--- config.mk ---
export PLATFORM = sky130hd
export DESIGN_NAME = bus_controller
export DESIGN_NICKNAME = d
export VERILOG_FILES = /design/src/rtl/bus_controller.sv
export SDC_FILE = /design/constraint.sdc
export NUM_CORES = 1
export LEC_CHECK = 0
export CAP_MARGIN = 20
export CORE_MARGIN = 10
export CORE_UTILIZATION = 35
export DETAILED_ROUTE_END_ITERATION = 10
export PLACE_DENSITY = 0.61
export SYNTH_ARGS = -nofsm -noshare
export SYNTH_HDL_FRONTEND = slang
export SYNTH_SLANG_ARGS = --single-unit
--- constraint.sdc ---
create_clock -name clock -period 3.45 [get_ports clock]
set_input_delay 0.69 -clock clock [delete_from_list [all_inputs] [get_ports clock]]
set_output_delay 0.69 -clock clock [all_outputs]
set_load 0.01 [all_outputs]
--- src/rtl/bus_controller.sv ---
// Three-CPU snooping bus controller: round-robin grant, broadcast, snoop/write-back, respond.
// Outputs are registered from the current state, so each phase is seen on the ports one cycle later.
module bus_controller (
   input  logic        clock,
   input  logic        resetn,
   input  logic [17:0] cpu_bus_out,
   input  logic [2:0]  cpu_wb,
   input  logic [11:0] cpu_wb_data,
   output logic [5:0]  bus_in,
   output logic [1:0]  bus_src,
   output logic [3:0]  fill_data,
   output logic [2:0]  fill_valid,
   output logic        busy
);

   typedef enum logic [2:0] {
      S_IDLE  = 3'd0,
      S_BCAST = 3'd1,
      S_SNOOP = 3'd2,
      S_WMEM  = 3'd3,
      S_RESP  = 3'd4
   } state_t;

   state_t      state_q, state_d;
   logic [1:0]  last_q, last_d;
   logic [1:0]  src_q, src_d;
   logic [1:0]  msg_q, msg_d;
   logic [2:0]  addr_q, addr_d;
   logic [3:0]  resp_q, resp_d;
   logic [3:0]  mem_q [8];
   logic [5:0]  bus_in_q, bus_in_d;
   logic [3:0]  fill_data_q, fill_data_d;
   logic [2:0]  fill_valid_q, fill_valid_d;

   logic [5:0]  req [3];
   logic [3:0]  wbd [3];
   logic [2:0]  vld;
   logic        gnt_ok;
   logic [1:0]  gnt, cand;
   logic        hit;
   logic [3:0]  hit_data;
   logic        mem_we;
   logic [3:0]  mem_wdata;

   function automatic logic [1:0] rr_idx(input logic [1:0] base, input logic [1:0] step);
      logic [2:0] s;
      s = {1'b0, base} + {1'b0, step};
      if (s >= 3'd3) s = s - 3'd3;
      return s[1:0];
   endfunction

   always_comb begin
      for (int i = 0; i < 3; i++) begin
         req[i] = cpu_bus_out[6*i +: 6];
         wbd[i] = cpu_wb_data[4*i +: 4];
         // The CPU seeing its fill this cycle drops valid at the coming edge; never re-grant it.
         vld[i] = cpu_bus_out[6*i + 5] & ~fill_valid_q[i];
      end
   end

   always_comb begin
      state_d     = state_q;
      last_d      = last_q;
      src_d       = src_q;
      msg_d       = msg_q;
      addr_d      = addr_q;
      resp_d      = resp_q;
      mem_we      = 1'b0;
      mem_wdata   = 4'd0;
      gnt_ok      = 1'b0;
      gnt         = 2'd0;
      cand        = 2'd0;
      hit         = 1'b0;
      hit_data    = 4'd0;

      for (int k = 1; k <= 3; k++) begin
         cand = rr_idx(last_q, 2'(k));
         if (!gnt_ok && vld[cand]) begin
            gnt_ok = 1'b1;
            gnt    = cand;
         end
      end

      for (int i = 0; i < 3; i++) begin
         if (!hit && cpu_wb[i] && (2'(i) != src_q)) begin
            hit      = 1'b1;
            hit_data = wbd[i];
         end
      end

      case (state_q)
         S_IDLE: begin
            if (gnt_ok) begin
               src_d   = gnt;
               last_d  = gnt;
               msg_d   = req[gnt][4:3];
               addr_d  = req[gnt][2:0];
               resp_d  = 4'd0;
               state_d = (req[gnt][4:3] == 2'b00) ? S_WMEM : S_BCAST;
            end
         end
         S_BCAST: state_d = (msg_q == 2'b11) ? S_RESP : S_SNOOP;
         S_SNOOP: begin
            if (hit) begin
               mem_we    = 1'b1;
               mem_wdata = hit_data;
               resp_d    = hit_data;
            end else begin
               resp_d    = mem_q[addr_q];
            end
            state_d = S_RESP;
         end
         S_WMEM: begin
            mem_we    = 1'b1;
            mem_wdata = wbd[src_q];
            resp_d    = 4'd0;
            state_d   = S_RESP;
         end
         S_RESP:  state_d = S_IDLE;
         default: state_d = S_IDLE;
      endcase

      bus_in_d     = (state_q == S_BCAST) ? {1'b1, msg_q, addr_q} : 6'd0;
      fill_valid_d = (state_q == S_RESP) ? (3'b001 << src_q) : 3'd0;
      fill_data_d  = (state_q == S_RESP) ? resp_q : 4'd0;
   end

   always_ff @(posedge clock or negedge resetn) begin
      if (!resetn) begin
         state_q      <= S_IDLE;
         last_q       <= 2'd2;
         src_q        <= 2'd0;
         msg_q        <= 2'd0;
         addr_q       <= 3'd0;
         resp_q       <= 4'd0;
         bus_in_q     <= 6'd0;
         fill_data_q  <= 4'd0;
         fill_valid_q <= 3'd0;
         for (int i = 0; i < 8; i++) mem_q[i] <= 4'(i);
      end else begin
         state_q      <= state_d;
         last_q       <= last_d;
         src_q        <= src_d;
         msg_q        <= msg_d;
         addr_q       <= addr_d;
         resp_q       <= resp_d;
         bus_in_q     <= bus_in_d;
         fill_data_q  <= fill_data_d;
         fill_valid_q <= fill_valid_d;
         if (mem_we) mem_q[addr_q] <= mem_wdata;
      end
   end

   assign bus_in     = bus_in_q;
   assign bus_src    = src_q;
   assign fill_data  = fill_data_q;
   assign fill_valid = fill_valid_q;
   assign busy       = (state_q != S_IDLE);

endmodule

; Word-level counts from Yosys, hierarchy flattened
; Index checks and enable logic that the tools add are counted.
[op_classes]
add_sub_neg = 6
mul = 0
div = 0
n_lt_le_gt_ge = 10
eq_ne = 8
shift = 1
muxes = 47
bitwise = 9
n_reduce_logical = 20
[ops]
columns = operator, count
row1 = $mux 4, 12
row2 = $bwmux 32, 1
row3 = $mux 2, 7
row4 = $bmux 4 s3, 1
row5 = $bmux 6 s2, 1
row6 = $demux 4 s3, 1
row7 = $pmux 4 s3, 1
row8 = $mux 1, 10
row9 = $mux 5, 2
row10 = $ge 3x2->1 const B, 3
row11 = $lt 2x3->1 const B, 3
row12 = $mux 3, 3
row13 = $pmux 3 s3, 1
row14 = $bmux 4 s2, 1
row15 = $logic_and 1x1->1, 8
row16 = $pmux 4 s2, 1
row17 = $add 2x2->3 const B, 2
row18 = $bmux 1 s2, 3
row19 = $eq 3x2->1 const B, 2
row20 = $ge 3x3->1 const B, 2
row21 = $mux 6, 1
row22 = $not 2->3, 2
row23 = $reduce_bool 3->1, 2
row24 = $sub 2x2->2 const B, 3
row25 = other kinds (20), 28
[word_totals]
ff_bits = 61
latch_bits = 0
ram_bits = 0
romBits = 0
inputBits = 35
output_inout_bits = 16
wordCells = 118
n_memories = 0

; Longest topological paths before layout
; Gate-level depths: netlist of the first run.
[logic_depth]
ltp_word = 20
depth_mapped = 10
depth_no_buf = 8

; Least setup slack after synthesis of the first run
; No wires, ideal clock.
[synth_timing]
kind = register to register
from = reg last_q[0]
to = reg last_q[0]
setup_ns = 0.133
t_arrival_ns = 2.414
required_time_ns = 3.317
setup_slack_ns = 0.903
stages_incl_launch_ff = 10
path_buffers = 1
period_less_slack_ns = 2.547
path_cell_list = dfrtp_1 > inv_2 > ha_1 > or4b_1 > o21a_1 > and4_1 > nand2b_1 > clkbuf_1 > a311oi_1 > a21oi_1
[synth_between]
elab_chain_cells = 13
word_cells_on_any_way = 29
classes_between = add/sub (6) / order compare (3) / mux (15) / reduce/logical (5)
[synth_rtl]
columns = item, line_no
row1 = from (decl), 25  ; logic [1:0] last_q, last_d;
row2 = from (signal assigned), 142  ; last_q <= last_d;
row3 = $add 2x1->3, 47  ; s = {1'b0, base} + {1'b0, step};
row4 = $ge 3x2->1 or $sub 2x2->2 (tied branches), 48  ; if (s >= 3'd3) s = s - 3'd3;
row5 = $mux 2, 48
row6 = $bmux 1 s2, 78  ; if (!gnt_ok && vld[cand]) begin
row7 = $mux 1 (not written as such), 78
row8 = $mux 1, 78
row9 = $logic_not 1->1, 78
row10 = $logic_and 1x1->1, 78
row11 = $mux 1, 78
row12 = $logic_not 1->1, 78
row13 = $logic_and 1x1->1, 78
row14 = $mux 1, 78
row15 = $reduce_and 2->1 (no source line), n/a
; Several ways; a longest one is shown, not always the timed one. The select of a mux whose other input is x is not followed.
; A chain may end at the register's enable or synchronous reset.

; Final worst setup path of the first run
[layout_timing]
from = reg last_q[1]
to = reg msg_q[1]
[layout_between]
elab_chain_cells = 16
word_cells_on_any_way = 33
classes_between = add/sub (6) / order compare (3) / mux (18) / bitwise (1) / reduce/logical (5)
[layout_rtl]
columns = item, line_no
row1 = $add 2x1->3, 47
row2 = $ge 3x2->1 or $sub 2x2->2 (tied branches), 48
row3 = $mux 2, 48
row4 = $bmux 1 s2, 78
row5 = $mux 1 (not written as such), 78
row6 = $mux 1, 78
row7 = $logic_not 1->1, 78
row8 = $logic_and 1x1->1, 78
row9 = $mux 1, 78
row10 = $logic_not 1->1, 78
row11 = $logic_and 1x1->1, 78
row12 = $mux 2, 78
row13 = $not 2->3 (not written as such), 96  ; msg_d = req[gnt][4:3];
row14 = $bmux 6 s2, 96
row15 = $mux 5 (not written as such) (2 in series), 96
row16 = to (signal assigned), 144  ; msg_q <= msg_d;
row17 = to (decl), 27  ; logic [1:0] msg_q, msg_d;
; Several ways; a longest one is shown, not always the timed one. The select of a mux whose other input is x is not followed.

==> results of run 1 <==
==> layout make-up <==
type	count	area share, %
clock buffer	10	3.253
clock inverter	6	2.632
inverter	4	0.3549
multi-input combinational	219	39.93
sequential	60	35.88
tap	129	3.815
timing repair buffer	62	14.14
==> synthesized netlist by cell type, types with 9 or more instances <==
cell type | n | area [um^2]
nor2_1 | 16 | 60.06
dfstp_2 | 13 | 341.6
nand3_1 | 11 | 55.05
clkbuf_1 | 13 | 48.80
mux2_2 | 29 | 326.6
nand2_1 | 12 | 45.04
a21oi_1 | 12 | 60.06
nor3_1 | 9 | 45.04
dfrtp_1 | 47 | 1176
mux2i_1 | 9 | 90.09
a21o_1 | 9 | 67.56
==> critical path, delay by kind of cell, from the launching register on <==
kind	cells	cell delay, ns
AO/OA/AOI/OAI	4	0.84
AND/OR/NAND/NOR	1	0.60
flip-flops	1	0.56
multiplexers	1	0.29
buffers and inverters	1	0.06
adder cells (fa/ha/maj)	1	0.40
==> cell families after synthesis <==
logic type | count (synthesis) | share of synthesized area [%]
fa+ha+maj | 4 | 1.513
flops | 60 | 45.89
compound gates | 66 | 13.85
mux | 50 | 18.50
simple gates | 99 | 17.22
buf+inv | 22 | 3.027
==> final timing paths <==
kind / start / cells after the start / slack, ns / endpoint
max in group asynchronous: resetn / 3 / 2.55 / state_q[1]
worst max register to register: last_q[1] / 8 / 0.59 / msg_q[1]
worst min-delay path: resetn / 1 / 0.23 / mem_q[19]
worst max-delay path: last_q[1] / 8 / 0.59 / msg_q[1]
worst min register to register: mem_q[20] / 1 / 0.50 / mem_q[20]
min in group clock: mem_q[20] / 1 / 0.50 / mem_q[20]
==> flip-flops by register name, indices dropped and copies added (netlist names) <==
signal,cells
msg_q,2
addr_q,3
mem_q,32
resp_q,4
fill_data,4
bus_src,1
fill_valid,3
bus_in,6
state_q,3
last_q,2
==> through the flow <==
step | worst slack (ns) | hold slack [ns] | util [%]
floorplan | 0.9032 | 0.3944 | -
global placement | 0.5009 | 0.4866 | 42.87
detailed placement | 0.4522 | 0.4846 | 42.87
CTS | 0.5695 | 0.5088 | 45.57
global route | 0.3376 | 0.2235 | 45.78
finish | 0.5864 | 0.2272 | 45.78
==> metal layers <==
| layer | up-vias | track usage, % | routed length, um |
|---|---|---|---|
| met1 | 1265 | 16.35 | 3821 |
| met2 | 61 | 20.24 | 3894 |
| met3 | 8 | 3.874 | 466 |
| met4 | 0 | 3.295 | 46 |
| li1 | 1237 | - | - |
| met5 | - | 0 | 0 |
==> power by group <==
part	leakage (uW)	switching, uW	internal, uW
Sequential	0.000755	287	985
Clock	0.000122	282	499
Combinational	0.000968	757	800
==> out/results.ini, run 1 <==
[floorplan]
num_io_pins=51
coreArea_um2=9240
die_area_um2=13740
initial_core_util_pct=35.79
die_x_um=117.2
rows=35
die_h_um=117.2

[yosys]
synth_edf_count=0
ys_seq_area_share_pct=45.89
postSynthCellCount=301
syn_nets=340
synth.avg_cell_area_um2=10.99
synth_area_um2=3307
async_flop_share_pct=100.0
ys.flop_type=dfrtp_1
yosys_register_bits=60
yosysWarnings=0
synth.distinct_cells=57

[sta]
period_share_pct=83.00
fin_crit_ns=2.864
worstMarginPinSlew_ns=0.7683
hold_viol_final=0
fin_setup_tns_ns=0
report.final.slew_viol_count=0
clock_skew_ns=0.009072
setup_viol=0
rsz0062_at_grt=false
slew_headroom_pct=48.78
fmax_mhz=349.2

[route]
viasPerCell=5.247
first_pass_iters=4
drc=0
first_iter_violations=117
ant_nets=0
wire_per_inst_um=16.79
dr_total_vias=2571
wirelength_um=8228

[power]
leakage_uw=0.001846
powerDensity_nw_per_um2=853.6
total_power_uw=3611
ir_drop_mv=0.2940

[setup_path]
startpoint_type=flop
cp_max_fo=11
path_cells=inv_1 > ha_1 > or4b_1 > a21o_1 > a31oi_2 > mux2i_1 > a211oi_1 > a21o_1
cpMostUsedCell=a21o_1
end_kind=flop
cpMaxStageDelayCell=or4b_1
arrival_ns=3.09
crit_required_ns=3.68
slowest_delay_ns=0.60
worstSetupPathType=flop to flop

[clock_network]
cts_hold_buf=0
post_cts_buffers=0
ctsRootBufferMaster=clkbuf_8
insertion_delay_ns=0.34
cts_buffer_depth=2
htree_num_levels=3
clk_pin_slew_ns=0.07
cts_tree=built
ctsResizeCount=0
cts.sinks=60
numCtsBuffers=9

[job]
drv_cap=0

[global_routing]
grt_pass1_wl_um=13830
antenna_found_initial=0
overflow=0
first_global_vias=2670
grt_max_degree=50
globalRouteTotalUtil_pct=12.70

[run_status]
status=completed

[placement]
place_congestion=0.8478
place_area_um2=3961
dp_hpwl_um=5969
io_buffers=50
place_inst=473

[layout]
fin_nets=395
final_cell_mix=49 x clkdlybuf4s50_1, 47 x dfrtp_1, 29 x mux2_2, 16 x nor2_1, 13 x dfstp_2
final_cell_area_um2=4230
syn_to_final_growth_pct=27.92
drive_gt1_share_pct=23.82
instances_no_fill=490
final-seq-area_um2=1518
final_common_cell=clkdlybuf4s50_1
fill_cells=866
num_antenna_cells=0
multi_input_area_um2=1689

[min_path]
hp-class=input port to async pin

No activity file was read; power rests on OpenSTA's default activity.
==> run 2, diff against run 1 <==
==> constraint.sdc (replaced) <==
create_clock -name clock -period 2.85 [get_ports clock]
set_input_delay 0.57 -clock clock [delete_from_list [all_inputs] [get_ports clock]]
set_output_delay 0.57 -clock clock [all_outputs]
set_load 0.01 [all_outputs]
==> run 2 against run 1 <==
Clock skew is 0.0033 ns lower. Worst setup slack worse by 0.40 ns. Cell area is 1.5% lower. Highest routed layer unchanged. Critical path type unchanged.
==> out/results.ini, run 2 (synthesis results as in run 1) <==
[placement]
place_congestion=0.8090  ; was 0.8478
io_buffers=50  ; unchanged
dp_hpwl_um=5910  ; was 5969 um

[setup_path]
worstSetupPathType=flop to flop  ; unchanged
rr_worst_depth=9  ; was 8
cp_max_fo=9  ; was 11
path_cells=inv_1 > ha_1 > or4b_1 > o21a_1 > and4_1 > nand2b_1 > buf_4 > a211oi_1 > a21o_1  ; was inv_1 > ha_1 > or4b_1 > a21o_1 > a31oi_2 > mux2i_1 > a211oi_1 > a21o_1
path_delay_family=simple AND/OR/NAND/NOR gates  ; was compound AO/OA/AOI/OAI gates
path_buf_inv=2  ; was 1
startpoint_type=flop  ; unchanged
r2r_slack_ns=0.19  ; was 0.59 ns
r2r_end=addr_q[0]  ; was msg_q[1]
end_kind=flop  ; unchanged
cpMaxStageDelayCell=or4b_1  ; unchanged
slowest_delay_ns=0.57  ; was 0.60 ns
r2r-start=last_q[1]  ; unchanged
crit_required_ns=3.13  ; was 3.68 ns
arrival_ns=2.94  ; was 3.09 ns

[power]
clock_power_share_pct=15.0  ; was 21.6%
seq_power_share_pct=36.4  ; was 35.2%
leakage_uw=0.001826  ; was 0.001846 uW
power.internal_uw=2526  ; was 2285 uW
power.share.switching_pct=38.50  ; was 36.73%
powerDensity_nw_per_um2=985.3  ; was 853.6 nW/um^2
ir_drop_mv=0.2750  ; was 0.2940 mV
power.switching_uw=1581  ; was 1326 uW
p_comb_share_pct=48.7  ; was 43.1%

[run_status]
status=completed  ; unchanged

[floorplan]
rows=35  ; unchanged
num_io_pins=51  ; unchanged
die_x_um=117.2  ; unchanged
die_h_um=117.2  ; unchanged
initial_core_util_pct=35.79  ; unchanged
die_area_um2=13740  ; unchanged
coreArea_um2=9240  ; unchanged

[route]
viasPerCell=5.117  ; was 5.247
ant_nets=0  ; unchanged
dr_total_vias=2533  ; was 2,571
first_iter_violations=125  ; was 117
wire_per_inst_um=16.36  ; was 16.79 um
first_pass_iters=4  ; unchanged
drc=0  ; unchanged
wirelength_um=8098  ; was 8228 um

[clock_network]
clk_pin_slew_ns=0.06  ; was 0.07 ns
numCtsBuffers=9  ; unchanged
post_cts_buffers=0  ; unchanged
cts_tree=built  ; unchanged
insertion_delay_ns=0.33  ; was 0.34 ns
cts.sinks=60  ; unchanged
ctsRootBufferMaster=clkbuf_8  ; unchanged
cts_buffer_depth=2  ; unchanged
htree_num_levels=3  ; unchanged

[global_routing]
antenna_found_initial=0  ; unchanged
grt_max_degree=61  ; was 50
globalRouteTotalUtil_pct=12.38  ; was 12.70%
grt_pass1_wl_um=13200  ; was 13,830 um
overflow=0  ; unchanged
first_global_vias=2572  ; was 2,670

[sta]
worstMarginPinSlew_ns=0.7429  ; was 0.7683 ns
fmax_mhz=375.5  ; was 349.2 MHz
fin_crit_ns=2.663  ; was 2.864 ns
holdWs_ns=0.3812  ; was 0.2272 ns
rsz0062_at_grt=false  ; unchanged
report.final.slew_viol_count=0  ; unchanged
hold_viol_final=0  ; unchanged
slew_headroom_pct=50.47  ; was 48.78%
setup_viol=0  ; unchanged
period_share_pct=93.44  ; was 83.00%
clock_skew_ns=0.005763  ; was 0.009072 ns

[layout]
largest_reg_flops=32  ; unchanged
fin_nets=401  ; was 395
drive_gt1_share_pct=24.32  ; was 23.82%
final_cell_mix=49 x clkdlybuf4s50_1, 47 x dfrtp_1, 29 x mux2_2, 18 x buf_4, 16 x nor2_1  ; was 49 x clkdlybuf4s50_1, 47 x dfrtp_1, 29 x mux2_2, 16 x nor2_1, 13 x dfstp_2
final_common_cell=clkdlybuf4s50_1  ; unchanged
top_register=mem_q  ; unchanged
finish.utilization_pct=45.10  ; was 45.78%
syn_to_final_growth_pct=26.03  ; was 27.92%
num_antenna_cells=0  ; unchanged

[job]
drv_cap=0  ; unchanged

[min_path]
hp-class=input port to async pin  ; unchanged

run 2: stage by stage:
stage,power (uW),setup TNS (ns),area (um^2),cells,setup slack (ns)
after floorplan,2846,0,3307,301,0.3032
after global placement,3479,-0.004684,4014,480,-0.004684
after detailed placement,3487,-0.004067,4014,480,-0.004067
after CTS,4127,0,4164,495,0.1777
after global routing,4432,0,4168,495,0.03433
final,4106,0,4168,495,0.1869
run 2: what timing repair did:
action / 4_1_cts / 5_1_grt
hold buffers: 0 / 0
setup endpoints to repair: 0 / 1
gates resized for setup: 0 / 1
run 2: final cells by class:
class | count | area [um^2]
Fill cell | 884 | 5072
Multi-Input combinational cell | 219 | 1693
Sequential cell | 60 | 1518
Timing Repair Buffer | 68 | 630.6
Tap cell | 129 | 161.4
Clock buffer | 12 | 135.1
Clock inverter | 3 | 15.01
Inverter | 4 | 15.01
run 2: metal layers:
metal  track usage [%]  wire length [um]  up-vias
met1             15.51              3759     1232
met5                 0                 0        -
li1                  -                 -     1241
met4             3.707                36        0
met2             19.53              3770       58
met3             4.434               532        2
run 2: power groups by stage:
stage                     registers, uW  logic (uW)  clock network, uW
after detailed placement           1510        1980                  0
final                              1490        2000                615
after CTS                          1500        1990                637
after global routing               1550        2210                676
after floorplan                    1360        1490                  0
after global placement             1510        1970                  0
run 2: worst max path at each step:
stage               from    endpoint  slack, ns  cells past startpoint
2_1_floorplan  last_q[0]   last_q[0]       0.30                      9
3_3_place_gp   cpu_wb[0]    mem_q[3]     -0.005                      8
3_5_place_dp   cpu_wb[0]    mem_q[4]     -0.004                      8
4_1_cts        last_q[1]  state_q[1]       0.18                      9
5_1_grt        last_q[1]  state_q[1]       0.03                      9
6_report       last_q[1]   addr_q[0]       0.19                      9
==> run 3, diff against run 2 <==
--- a/config.mk
+++ b/config.mk
@@ -9,7 +9,7 @@
 export CORE_MARGIN = 10
 export CORE_UTILIZATION = 35
 export DETAILED_ROUTE_END_ITERATION = 10
-export PLACE_DENSITY = 0.61
+export PLACE_DENSITY = 0.53
 export SYNTH_ARGS = -nofsm -noshare
 export SYNTH_HDL_FRONTEND = slang
 export SYNTH_SLANG_ARGS = --single-unit
==> run 3 against run 2 <==
Critical path type unchanged. Largest power group unchanged. Sequential share of layout area shrank 0.71 points. Register-to-register slack barely moved. Worst setup slack is essentially flat. Via count rose by 0.79%. Utilization rose by 0.89 points. Flip-flop and latch count did not move. Clock power up 19%. Critical path depth did not move. Non-clock buffer count rose by 6. Count of clock-buffer cells in the layout grew 3.
==> out/results.ini, run 3 (synthesis results as in run 1) <==
[run_status]
status=completed  ; unchanged

[floorplan]
die_x_um=117.2  ; unchanged
die_h_um=117.2  ; unchanged
initial_core_util_pct=35.79  ; unchanged
die_area_um2=13740  ; unchanged
num_io_pins=51  ; unchanged
coreArea_um2=9240  ; unchanged
rows=35  ; unchanged

[power]
ir_drop_mv=0.3189  ; was 0.2750 mV
powerDensity_nw_per_um2=1004  ; was 985.3 nW/um^2
total_power_uw=4269  ; was 4106 uW
leakage_uw=0.001877  ; was 0.001826 uW

[clock_network]
ctsResizeCount=0  ; unchanged
cts_tree=built  ; unchanged
ctsRootBufferMaster=clkbuf_8  ; unchanged
insertion_delay_ns=0.34  ; was 0.33 ns
numCtsBuffers=9  ; unchanged
post_cts_buffers=0  ; unchanged
cts_hold_buf=0  ; unchanged
cts_buffer_depth=2  ; unchanged
clk_pin_slew_ns=0.06  ; about the same
htree_num_levels=3  ; unchanged
cts.sinks=60  ; unchanged

[setup_path]
cp_max_fo=6  ; was 9
end_kind=flop  ; unchanged
arrival_ns=2.89  ; was 2.94 ns
slowest_delay_ns=0.58  ; was 0.57 ns
startpoint_type=flop  ; unchanged
worstSetupPathType=flop to flop  ; unchanged
path_buf_inv=2  ; unchanged
crit_required_ns=3.08  ; was 3.13 ns
path_cells=inv_1 > ha_1 > or4b_1 > a21o_1 > a31oi_2 > buf_4 > mux2i_1 > a211oi_1 > a21o_1  ; was inv_1 > ha_1 > or4b_1 > o21a_1 > and4_1 > nand2b_1 > buf_4 > a211oi_1 > a21o_1
path_delay_family=compound AO/OA/AOI/OAI gates  ; was simple AND/OR/NAND/NOR gates
cpMaxStageDelayCell=or4b_1  ; unchanged
cpMostUsedCell=a21o_1

[route]
first_iter_violations=126  ; was 125
ant_nets=0  ; unchanged
viasPerCell=5.086  ; was 5.117
first_pass_iters=4  ; unchanged
wire_per_inst_um=16.49  ; was 16.36 um
drc=0  ; unchanged
wirelength_um=8277  ; was 8098 um
dr_total_vias=2553  ; was 2,533

[sta]
fin_setup_tns_ns=0  ; unchanged
hold_viol_final=0  ; unchanged
setup_viol=0  ; unchanged
clock_skew_ns=0.008521  ; was 0.005763 ns
fin_crit_ns=2.663  ; about the same
rsz0062_at_grt=false  ; unchanged
holdWs_ns=0.3837  ; was 0.3812 ns
report.final.slew_viol_count=0  ; unchanged
fmax_mhz=375.6  ; was 375.5 MHz
worstMarginPinSlew_ns=0.7752  ; was 0.7429 ns
slew_headroom_pct=48.32  ; was 50.47%
period_share_pct=93.43  ; was 93.44%

[layout]
instances_no_fill=502  ; was 495
num_antenna_cells=0  ; unchanged
largest_reg_flops=32  ; unchanged
top_register=mem_q  ; unchanged
finish.utilization_pct=46.00  ; was 45.10%
final_common_cell=clkdlybuf4s50_1  ; unchanged
final_cell_mix=49 x clkdlybuf4s50_1, 47 x dfrtp_1, 29 x mux2_2, 24 x buf_4, 16 x nor2_1  ; was 49 x clkdlybuf4s50_1, 47 x dfrtp_1, 29 x mux2_2, 18 x buf_4, 16 x nor2_1
fin_nets=407  ; was 401
fill_cells=882  ; was 884
multi_input_area_um2=1689  ; was 1693 um^2
syn_to_final_growth_pct=28.53  ; was 26.03%
final-seq-area_um2=1518  ; unchanged
drive_gt1_share_pct=25.74  ; was 24.32%

[global_routing]
first_global_vias=2695  ; was 2,572
overflow=0  ; unchanged
globalRouteTotalUtil_pct=13.02  ; was 12.38%
grt_max_degree=61  ; unchanged
antenna_found_initial=0  ; unchanged
grt_pass1_wl_um=14050  ; was 13,200 um

[min_path]
hp-class=input port to async pin  ; unchanged

[placement]
io_buffers=50  ; unchanged
dp_hpwl_um=6131  ; was 5910 um
place_inst=486  ; was 480
place_congestion=0.7629  ; was 0.8090

[job]
drv_cap=0  ; unchanged

==> run 3: worst paths after layout <==
check | startpoint | end | slack (ns) | depth (start not counted)
worst max-delay path | last_q[1] | msg_q[1] | 0.19 | 9
worst min-delay path | resetn | mem_q[18] | 0.38 | 2
worst max register to register | last_q[1] | msg_q[1] | 0.19 | 9
worst min register to register | resp_q[1] | resp_q[1] | 0.49 | 2
max in group asynchronous | resetn | bus_in[0] | 1.95 | 2
min in group clock | resp_q[1] | resp_q[1] | 0.49 | 2
==> run 3: report_power, final <==
part / internal [uW] / switching (uW) / total (uW)
clock network: 410 / 321 / 731
registers: 1200 / 260 / 1450
logic: 1070 / 1010 / 2080
==> run 3: through the flow <==
stage	cell area [um^2]	setup WS, ns
after CTS	4250	0.1736
after floorplan	3307	0.3032
after detailed placement	4059	0.03096
after global routing	4250	0.03266
after global placement	4059	0.05460
final	4250	0.1873
==> run 3: final cells by class <==
type / instances / area share, %
Clock buffer: 15 / 4.386
Sequential cell: 60 / 35.71
Timing Repair Buffer: 74 / 15.90
Inverter: 4 / 0.3533
Tap cell: 129 / 3.797
Multi-Input combinational cell: 219 / 39.74
Clock inverter: 1 / 0.1178
==> run 3: per-layer routing <==
layer  vias up  routed length [um]  global-route usage, %  part of all wire [%]
met4         0                 114                  4.283                   1.4
li1       1254                   -                      -                     -
met5         -                   0                      0                     0
met1      1239                3804                  16.30                    46
met3        11                 416                  3.721                   5.0
met2        49                3942                  21.10                    48
